===== src/rtl/otter_muldiv_unit.sv =====
// Iterative RV32M multiply/divide unit for the multicycle OTTER core.
// One bit per cycle in CALC (shift-add multiply / restoring divide on
// operand magnitudes), sign fix-up and result select in FIX, DONE in FIN.
// Fixed latency of XLEN+2 cycles for every operation.
module otter_muldiv_unit #(
    parameter int XLEN = 32
) (
    input  logic            clk_i,
    input  logic            rst_ni,
    input  logic            start_i,
    input  logic [2:0]      funct3_i,
    input  logic [XLEN-1:0] src_a_i,
    input  logic [XLEN-1:0] src_b_i,
    output logic            busy_o,
    output logic            done_o,
    output logic [XLEN-1:0] result_o
);

    localparam int CW = $clog2(XLEN);

    typedef enum logic [1:0] {
        IDLE = 2'd0,
        CALC = 2'd1,
        FIX  = 2'd2,
        FIN  = 2'd3
    } state_e;

    state_e              state_q, state_d;
    logic [CW-1:0]       cnt_q, cnt_d;
    logic [2:0]          op_q, op_d;
    logic                signA_q, signA_d;
    logic                signB_q, signB_d;
    logic                divZero_q, divZero_d;
    logic [XLEN-1:0]     srcA_q, srcA_d;
    logic [XLEN-1:0]     opnd_q, opnd_d;
    logic [2*XLEN-1:0]   acc_q, acc_d;
    logic [XLEN-1:0]     result_q, result_d;

    logic                inSignA, inSignB;
    logic [XLEN-1:0]     magA, magB;
    logic [XLEN:0]       mulSum;
    logic [XLEN:0]       divShift, divTrial;
    logic                divOk;
    logic [XLEN-1:0]     divRemNext;
    logic [2*XLEN-1:0]   prodFix;
    logic [XLEN-1:0]     quoFix, remFix;

    // Operand signs and magnitudes at accept time, one multiply/divide step, and the FIX-stage sign correction
    always_comb begin
        inSignA    = src_a_i[XLEN-1] & ((funct3_i == 3'b001) | (funct3_i == 3'b010) |
                                        (funct3_i == 3'b100) | (funct3_i == 3'b110));
        inSignB    = src_b_i[XLEN-1] & ((funct3_i == 3'b001) | (funct3_i == 3'b100) |
                                        (funct3_i == 3'b110));
        magA       = inSignA ? (-src_a_i) : src_a_i;
        magB       = inSignB ? (-src_b_i) : src_b_i;
        mulSum     = {1'b0, acc_q[2*XLEN-1:XLEN]} + {1'b0, (acc_q[0] ? opnd_q : {XLEN{1'b0}})};
        divShift   = {acc_q[2*XLEN-1:XLEN], acc_q[XLEN-1]};
        divTrial   = divShift - {1'b0, opnd_q};
        divOk      = ~divTrial[XLEN];
        divRemNext = divOk ? divTrial[XLEN-1:0] : divShift[XLEN-1:0];
        prodFix    = (signA_q ^ signB_q) ? (-acc_q) : acc_q;
        quoFix     = (signA_q ^ signB_q) ? (-acc_q[XLEN-1:0]) : acc_q[XLEN-1:0];
        remFix     = signA_q ? (-acc_q[2*XLEN-1:XLEN]) : acc_q[2*XLEN-1:XLEN];
    end

    // Next-state logic for the control FSM and the datapath registers it steers
    always_comb begin
        state_d   = state_q;
        cnt_d     = cnt_q;
        op_d      = op_q;
        signA_d   = signA_q;
        signB_d   = signB_q;
        divZero_d = divZero_q;
        srcA_d    = srcA_q;
        opnd_d    = opnd_q;
        acc_d     = acc_q;
        result_d  = result_q;
        unique case (state_q)
            IDLE: begin
                if (start_i) begin
                    op_d      = funct3_i;
                    signA_d   = inSignA;
                    signB_d   = inSignB;
                    divZero_d = (src_b_i == {XLEN{1'b0}});
                    srcA_d    = src_a_i;
                    cnt_d     = '0;
                    if (funct3_i[2]) begin
                        opnd_d = magB;
                        acc_d  = {{XLEN{1'b0}}, magA};
                    end else begin
                        opnd_d = magA;
                        acc_d  = {{XLEN{1'b0}}, magB};
                    end
                    state_d = CALC;
                end
            end
            CALC: begin
                if (op_q[2]) begin
                    acc_d = {divRemNext, acc_q[XLEN-2:0], divOk};
                end else begin
                    acc_d = {mulSum, acc_q[XLEN-1:1]};
                end
                cnt_d = cnt_q + CW'(1);
                if (cnt_q == CW'(XLEN-1)) begin
                    state_d = FIX;
                end
            end
            FIX: begin
                unique case (op_q)
                    3'b000:                 result_d = prodFix[XLEN-1:0];
                    3'b001, 3'b010, 3'b011: result_d = prodFix[2*XLEN-1:XLEN];
                    3'b100, 3'b101:         result_d = divZero_q ? {XLEN{1'b1}} : quoFix;
                    default:                result_d = divZero_q ? srcA_q : remFix;
                endcase
                state_d = FIN;
            end
            default: begin
                state_d = IDLE;
            end
        endcase
    end

    // State and datapath registers, cleared by asynchronous reset
    always_ff @(posedge clk_i or negedge rst_ni) begin
        if (!rst_ni) begin
            state_q   <= IDLE;
            cnt_q     <= '0;
            op_q      <= '0;
            signA_q   <= 1'b0;
            signB_q   <= 1'b0;
            divZero_q <= 1'b0;
            srcA_q    <= '0;
            opnd_q    <= '0;
            acc_q     <= '0;
            result_q  <= '0;
        end else begin
            state_q   <= state_d;
            cnt_q     <= cnt_d;
            op_q      <= op_d;
            signA_q   <= signA_d;
            signB_q   <= signB_d;
            divZero_q <= divZero_d;
            srcA_q    <= srcA_d;
            opnd_q    <= opnd_d;
            acc_q     <= acc_d;
            result_q  <= result_d;
        end
    end

    assign busy_o   = (state_q != IDLE);
    assign done_o   = (state_q == FIN);
    assign result_o = result_q;

endmodule


===== config.mk =====
export PLATFORM = sky130hd
export DESIGN_NAME = otter_muldiv_unit
export DESIGN_NICKNAME = d
export VERILOG_FILES = /design/src/rtl/otter_muldiv_unit.sv
export SDC_FILE = /design/constraint.sdc
export NUM_CORES = 1
export LEC_CHECK = 0
export BUFFER_PORTS_ARGS = -buffer_cell sky130_fd_sc_hd__buf_2
export CORE_UTILIZATION = 35
export DETAILED_ROUTE_END_ITERATION = 6
export GPL_ROUTABILITY_DRIVEN = 1
export GPL_TIMING_DRIVEN = 0
export HOLD_SLACK_MARGIN = 0.05
export PLACE_DENSITY = 0.48
export SETUP_SLACK_MARGIN = 0.2
export SLEW_MARGIN = 20
export SYNTH_ARGS = -nofsm -noshare
export SYNTH_HDL_FRONTEND = slang
export SYNTH_SLANG_ARGS = --single-unit

===== constraint.sdc =====
create_clock -name clk_i -period 3.6 [get_ports clk_i]
set_input_delay 0.9 -clock clk_i [delete_from_list [all_inputs] [get_ports clk_i]]
set_output_delay 0.9 -clock clk_i [all_outputs]
set_load 0.03 [all_outputs]

==> Yosys cells after proc, flatten, opt, wreduce, memory -nomap -nowiden <==
Index checks and enable logic that the tools add are counted.
{ "totals": {"out_inout_bits": 34, "mem_bits_rw": 0, "latchBits": 0, "rom_bits": 0, "reg_bits": 173, "wordCells": 72, "mem_count": 0, "input_bits": 70} }
{ "op_classes": {"n_eq_ne": 15, "mux": 20, "magnitude_cmp": 0, "addsub": 8, "n_reduce_logical": 10, "bitwise_logic": 9, "multipliers": 0, "div": 0, "shifts": 0} }
{ "op_table": {"columns": ["cell", "count"], "rows": [
  ["$mux 32", 10],
  ["$mux 64", 3],
  ["$neg 32->32", 4],
  ["$pmux 64 s2", 1],
  ["$pmux 32 s3", 1],
  ["$neg 64->64", 1],
  ["$add 32x32->33", 1],
  ["$sub 33x32->33", 1],
  ["$logic_not 32->1", 1],
  ["$eq 3x3->1 const B", 4],
  ["$pmux 5 s2", 1],
  ["$eq 3x2->1 const B", 3],
  ["$eq 3x1->1 const B", 2],
  ["$pmux 2 s3", 1],
  ["$reduce_and 2->1", 3],
  ["$add 5x1->5 const B", 1],
  ["$eq 5x5->1 const B", 1],
  ["$mux 5", 1],
  ["$or 1x1->1", 5],
  ["$eq 2x2->1 const B", 2],
  ["$mux 2", 2],
  ["$ne 2x2->1 const B", 2],
  ["$reduce_bool 2->1", 2],
  ["$logic_not 3->1", 1],
  ["other kinds (7)", 8]
]} }

==> Logic depth before layout (Yosys ltp) <==
{ "depth": {"ltp_word": 9, "depth_mapped": 15, "ltp_nobuf": 13} }

==> Least setup slack after synthesis <==
OpenSTA, ideal clock, no wires.
{ "synth_timing": {"path_type": "input port to flip-flop", "from": "input src_a_i[11]", "to": "register acc_q[30]", "path_buffers": 1, "arrival_ps": 3089, "slack_ps": 360, "required_ps": 3449, "cell_stages": 10, "path_cell_list": "or4_4 or3_1 buf_2 nor3_1 nand2_1 nor4_1 a21oi_1 xor2_1 o211ai_1 o311ai_0"} }
{ "synth_via": {"elab_chain_cells": 5} }
{ "synth_rtl": {"columns": ["element", "line", "rtl"], "rows": [
  ["from (decl)", "12", "input logic [XLEN-1:0] src_a_i,"],
  ["$neg 32->32", "54", "magA = inSignA ? (-src_a_i) : src_a_i;"],
  ["$mux 32", "54", null],
  ["$mux 32", "87", "if (funct3_i[2]) begin"],
  ["$mux 64", "80", "if (start_i) begin"],
  ["$pmux 64 s2", "78", "unique case (state_q)"],
  ["to (signal assigned)", "134", "acc_q <= '0;"],
  ["to (signal assigned)", "145", "acc_q <= acc_d;"],
  ["to (decl)", "36", "logic [2*XLEN-1:0] acc_q, acc_d;"]
]} }
No other way between the ends. The select of a mux whose other input is x is not followed.
A chain may end at the register's enable or synchronous reset.

==> Final worst setup path <==
{ "layout_timing": {"from": "register opnd_q[5]", "to": "register acc_q[32]"} }
{ "layout_via": {"elab_chain_cells": 4} }
{ "layout_rtl": {"columns": ["element", "line", "rtl"], "rows": [
  ["from (decl)", "35", "logic [XLEN-1:0] opnd_q, opnd_d;"],
  ["from (signal assigned)", "144", "opnd_q <= opnd_d;"],
  ["$sub 33x32->33", "58", "divTrial = divShift - {1'b0, opnd_q};"],
  ["$mux 32", "60", "divRemNext = divOk ? divTrial[XLEN-1:0] : divShift[XLEN-1:0];"],
  ["$mux 64", "98", "if (op_q[2]) begin"],
  ["$pmux 64 s2", "78", null]
]} }
No other way between the ends.

==> results by group <==
Outcome
  – Run status: finished clean

Power and ir drop
  – Pwr dens: ~1200 nW/um2
  – Peak supply drop: roughly 0.49 mV
  – Leak pwr: approximately 8 nW
  – Clock power frac: 0.088
  – Pint: about 9.9 mW
  – Sw Ratio: 0.5532
  – Combinational Power Share: 0.731
  – Sw power: about 12 mW
  – Register share of total power: 0.181

Finish
  – Final nets: between 2k and 2.5k
  – Final Core Density: 0.4142
  – Area grow syn2layout: 16.92%
  – Fill count: a little under 5k
  – Proportion of layout cells with a drive suffix above 1: 0.1532

Global route
  – Gr ovfl total: 0
  – Largest net degree at the start of global routing: 75
  – Total Routing Usage GR: 0.3055
  – Vias in the first global route: ~16k
  – Antenna violations before repair: 0
  – First-pass GRT wire length: between 100 and 150 mm

STA
  – Final worst path period need: roughly 3400 ps
  – Final Max Slew Viols: 0
  – # setup viols final: 0
  – Setup_tns: 0 ps
  – Highest achievable clock rate: 293.0 MHz
  – RSZ-0062 raised after global routing: yes
  – Final Hold Fails: 0
  – Slew headroom: 0.3688
  – Least-Margin Pin Slew: 936.9 ps
  – Final period util: 0.9481
  – Final worst clock skew: around 18 ps

Yosys
  – Avg Synthesized Cell Area: roughly 7.8 um2
  – Commonest cells post-synth: a21oi_1 (227), nor2_1 (216), nand2_1 (196), o21ai_0 (188), dfrtp_1 (173)
  – Sequential area share after synthesis: 0.2699
  – Yosys warns: 0
  – Synth top area share: 0.2699
  – Number of synthesized flops with an enable pin: 0
  – Post-Synthesis Cells: between 2k and 2.5k
  – Cell variety after synth: between 80 and 90
  – Synth area leader: dfrtp_1
  – Post-synthesis async set-or-reset flop share: 1.000
  – Most frequent cell after synthesis: a21oi_1
  – #FFs+latches synth: about 170
  – Mapped cell area: around 16000 um2
  – Top cells by area, synth: dfrtp_1 (27%), a21oi_1 (7.1%), o21ai_0 (5.9%), ha_1 (5.9%), xnor2_1 (5.6%)
  – Net Count, Synth: 2213
  – Ys flop type: dfrtp_1

Placed design
  – Gp weighted congestion: about 1
  – Port bufs: between 100 and 150
  – Final HPWL DP: 57.78 mm

Worst setup path
  – Crit path DAT: about 3800 ps
  – Crit. Startpoint: opnd_q[5]
  – Most used cell, CP: buf_12
  – CP endpoint: acc_q[32]
  – Critical setup path kind: reg2reg
  – Cells on worst reg2reg path: 14
  – Crit path depth: 14
  – Family with the most delay on the worst path: compound AO/OA/AOI/OAI gates
  – Crit. End Element: flop
  – CP max-delay cell: or3_4
  – CP Cell Sequence: inv_2, ha_4, a21o_1, or3_4, o21a_1, o31ai_4, a311oi_2, or3_1, buf_6, and2_4, buf_12, buf_12, o211ai_1, o221ai_1
  – Launch point of the worst reg-to-reg path: opnd_q[5]
  – WP buf/inv: 4
  – CP Launch Type: flop
  – Critical Path RT: between 3000 and 4000 ps
  – R2R Setup Slk: 190 ps
  – Reg2reg end: acc_q[32]
  – Slowest Stage Delay on Critical Path: ~400 ps
  – Worst-path fanout max: 8

Routing
  – Routed length on met2: between 30 and 40 mm
  – Vias/cell: roughly 5.8
  – TritonRoute pass-1 iters: 5
  – M1 WL: ~33 mm
  – Final WL: slightly above 70 mm
  – Top sig layer: met4
  – Vias: roughly 17k
  – Drt initial violations: ~1.4k
  – Number of remaining DRC errors: 0
  – DR WL/cell: approximately 25 um
  – Met3 WL post-DR: between 4 and 5 mm
  – Antenna viol nets, final: 0

Floorplanning
  – Row count: 78
  – Chip width: around 220 um
  – IO Pins: around 100
  – Die Y: approximately 220 um
  – Core area: between 40000 and 50000 um2
  – Initial core utilization: 0.3542
  – Area of the die: between 40000 and 50000 um2

Clocking
  – Clk_lat worst skew: ~500 ps
  – CTS buffer count: 17
  – H-tree Lvls: 4
  – CTS tree: done
  – Clk sinks: between 150 and 200
  – Clock root buffer: clkbuf_16
  – Worst-path clk slew: approximately 80 ps
  – Clk buf depth: 2

Worst hold path
  – Worst hold path class: in2async

Job
  – # Max-Cap Violations: 0
[cell families after synthesis]
kind of cell               Yosys count  synth area share
AOI/OAI and AO/OA                  660            0.2521
xor gates and xnor gates           205            0.1119
adders and majority gates           77           0.06100
buffers and inverters              212           0.05218
DFF                                173            0.2699
muxes                              103           0.06880
and+or+nand+nor                    636            0.1841
[metal layers]
| metal | vias up | GRT usage |
|---|---|---|
| met1 | 8200 | 0.4341 |
| met2 | 572 | 0.4687 |
| met5 | - | 0 |
| li1 | 7696 | - |
| met3 | 95 | 0.05277 |
| met4 | 0 | 0.09554 |
[layout by cell type (no fill, tap or decap), types with 7 or more instances in the layout]
master     count
a21oi_1      221
nor2_1       213
nand2_1      195
dfrtp_1      168
o21ai_0      166
clkbuf_1     115
buf_2        105
xor2_1       102
xnor2_1      101
ha_1          68
inv_1         64
mux2_2        54
mux2i_1       43
nor3_1        40
buf_4         29
nand3_1       28
a21o_1        28
a22oi_1       24
a31oi_1       21
a211oi_1      21
o21ai_1       20
nand2b_1      19
or3_1         18
nor4_1        18
clkbuf_16     18
and2_1        17
and3_1        16
nor2b_1       16
o31ai_1       15
o211ai_1      15
a221oi_1      13
o221ai_1      12
o21a_1         9
clkbuf_2       8
buf_1          7
or2_2          7
[flip-flops by register name, summed over array words and instances (netlist names)]
signal / flops
cnt_q: 5
result_o: 32
signB_q: 1
srcA_q: 32
acc_q: 64
signA_q: 1
op_q: 3
opnd_q: 32
state_q: 2
divZero_q: 1
[worst min path at each step]
stage / from / end / slack (ps) / depth (start not counted)
after floorplan: opnd_q[11] / opnd_q[11] / 450 / 2
after global placement: opnd_q[5] / opnd_q[5] / 470 / 2
after detailed placement: opnd_q[6] / opnd_q[6] / 470 / 2
after CTS: rst_ni / acc_q[45] / 280 / 1
after global routing: rst_ni / acc_q[45] / 300 / 1
final: rst_ni / acc_q[50] / 280 / 1
[power by group through the flow]
stage | sequential, mW | clock, mW | combinational (mW)
after floorplan | 3.85 | 0 | 10.0
after global placement | 3.97 | 0 | 14.7
after detailed placement | 3.98 | 0 | 14.7
after CTS | 3.95 | 1.99 | 15.4
after global routing | 4.09 | 2.07 | 17.5
final | 4.02 | 1.96 | 16.3
[stage by stage]
step | area (um2) | worst slack (ps) | hold WS [ps] | power, mW | std cells
floorplan | 16040 | 359.9 | 449.8 | 13.87 | 2066
global placement | 17300 | -1515 | 465.7 | 18.65 | 2768
detailed placement | 17370 | -786.3 | 473.0 | 18.72 | 2770
CTS | 18330 | 110.8 | 279.9 | 21.30 | 2814
global route | 18750 | 99.09 | 300.4 | 23.67 | 2833
finish | 18750 | 186.9 | 280.5 | 22.23 | 2834
[what timing repair did]
item,CTS,global route
cloned,1,1
buffers inserted,11,18
pin swaps,14,25
gates resized for setup,70,88
hold buffers,0,0
endpoints found under the setup margin,78,74
hold endpoints to repair,0,0
[final cells by class]
type                       instances  area, um2  share of cell area
clock buffer                      18      429.2             0.02288
sequential                       173       4335              0.2312
tap                              600      750.7             0.04003
multi-input combinational       1681      11300              0.6028
timing repair buffer             135      853.3             0.04550
clock inverter                    14      150.1            0.008006
buffer                           143      663.1             0.03536
antenna                            1      2.502           0.0001334
inverter                          69      265.3             0.01414
(Power assumes the default switching activity.)
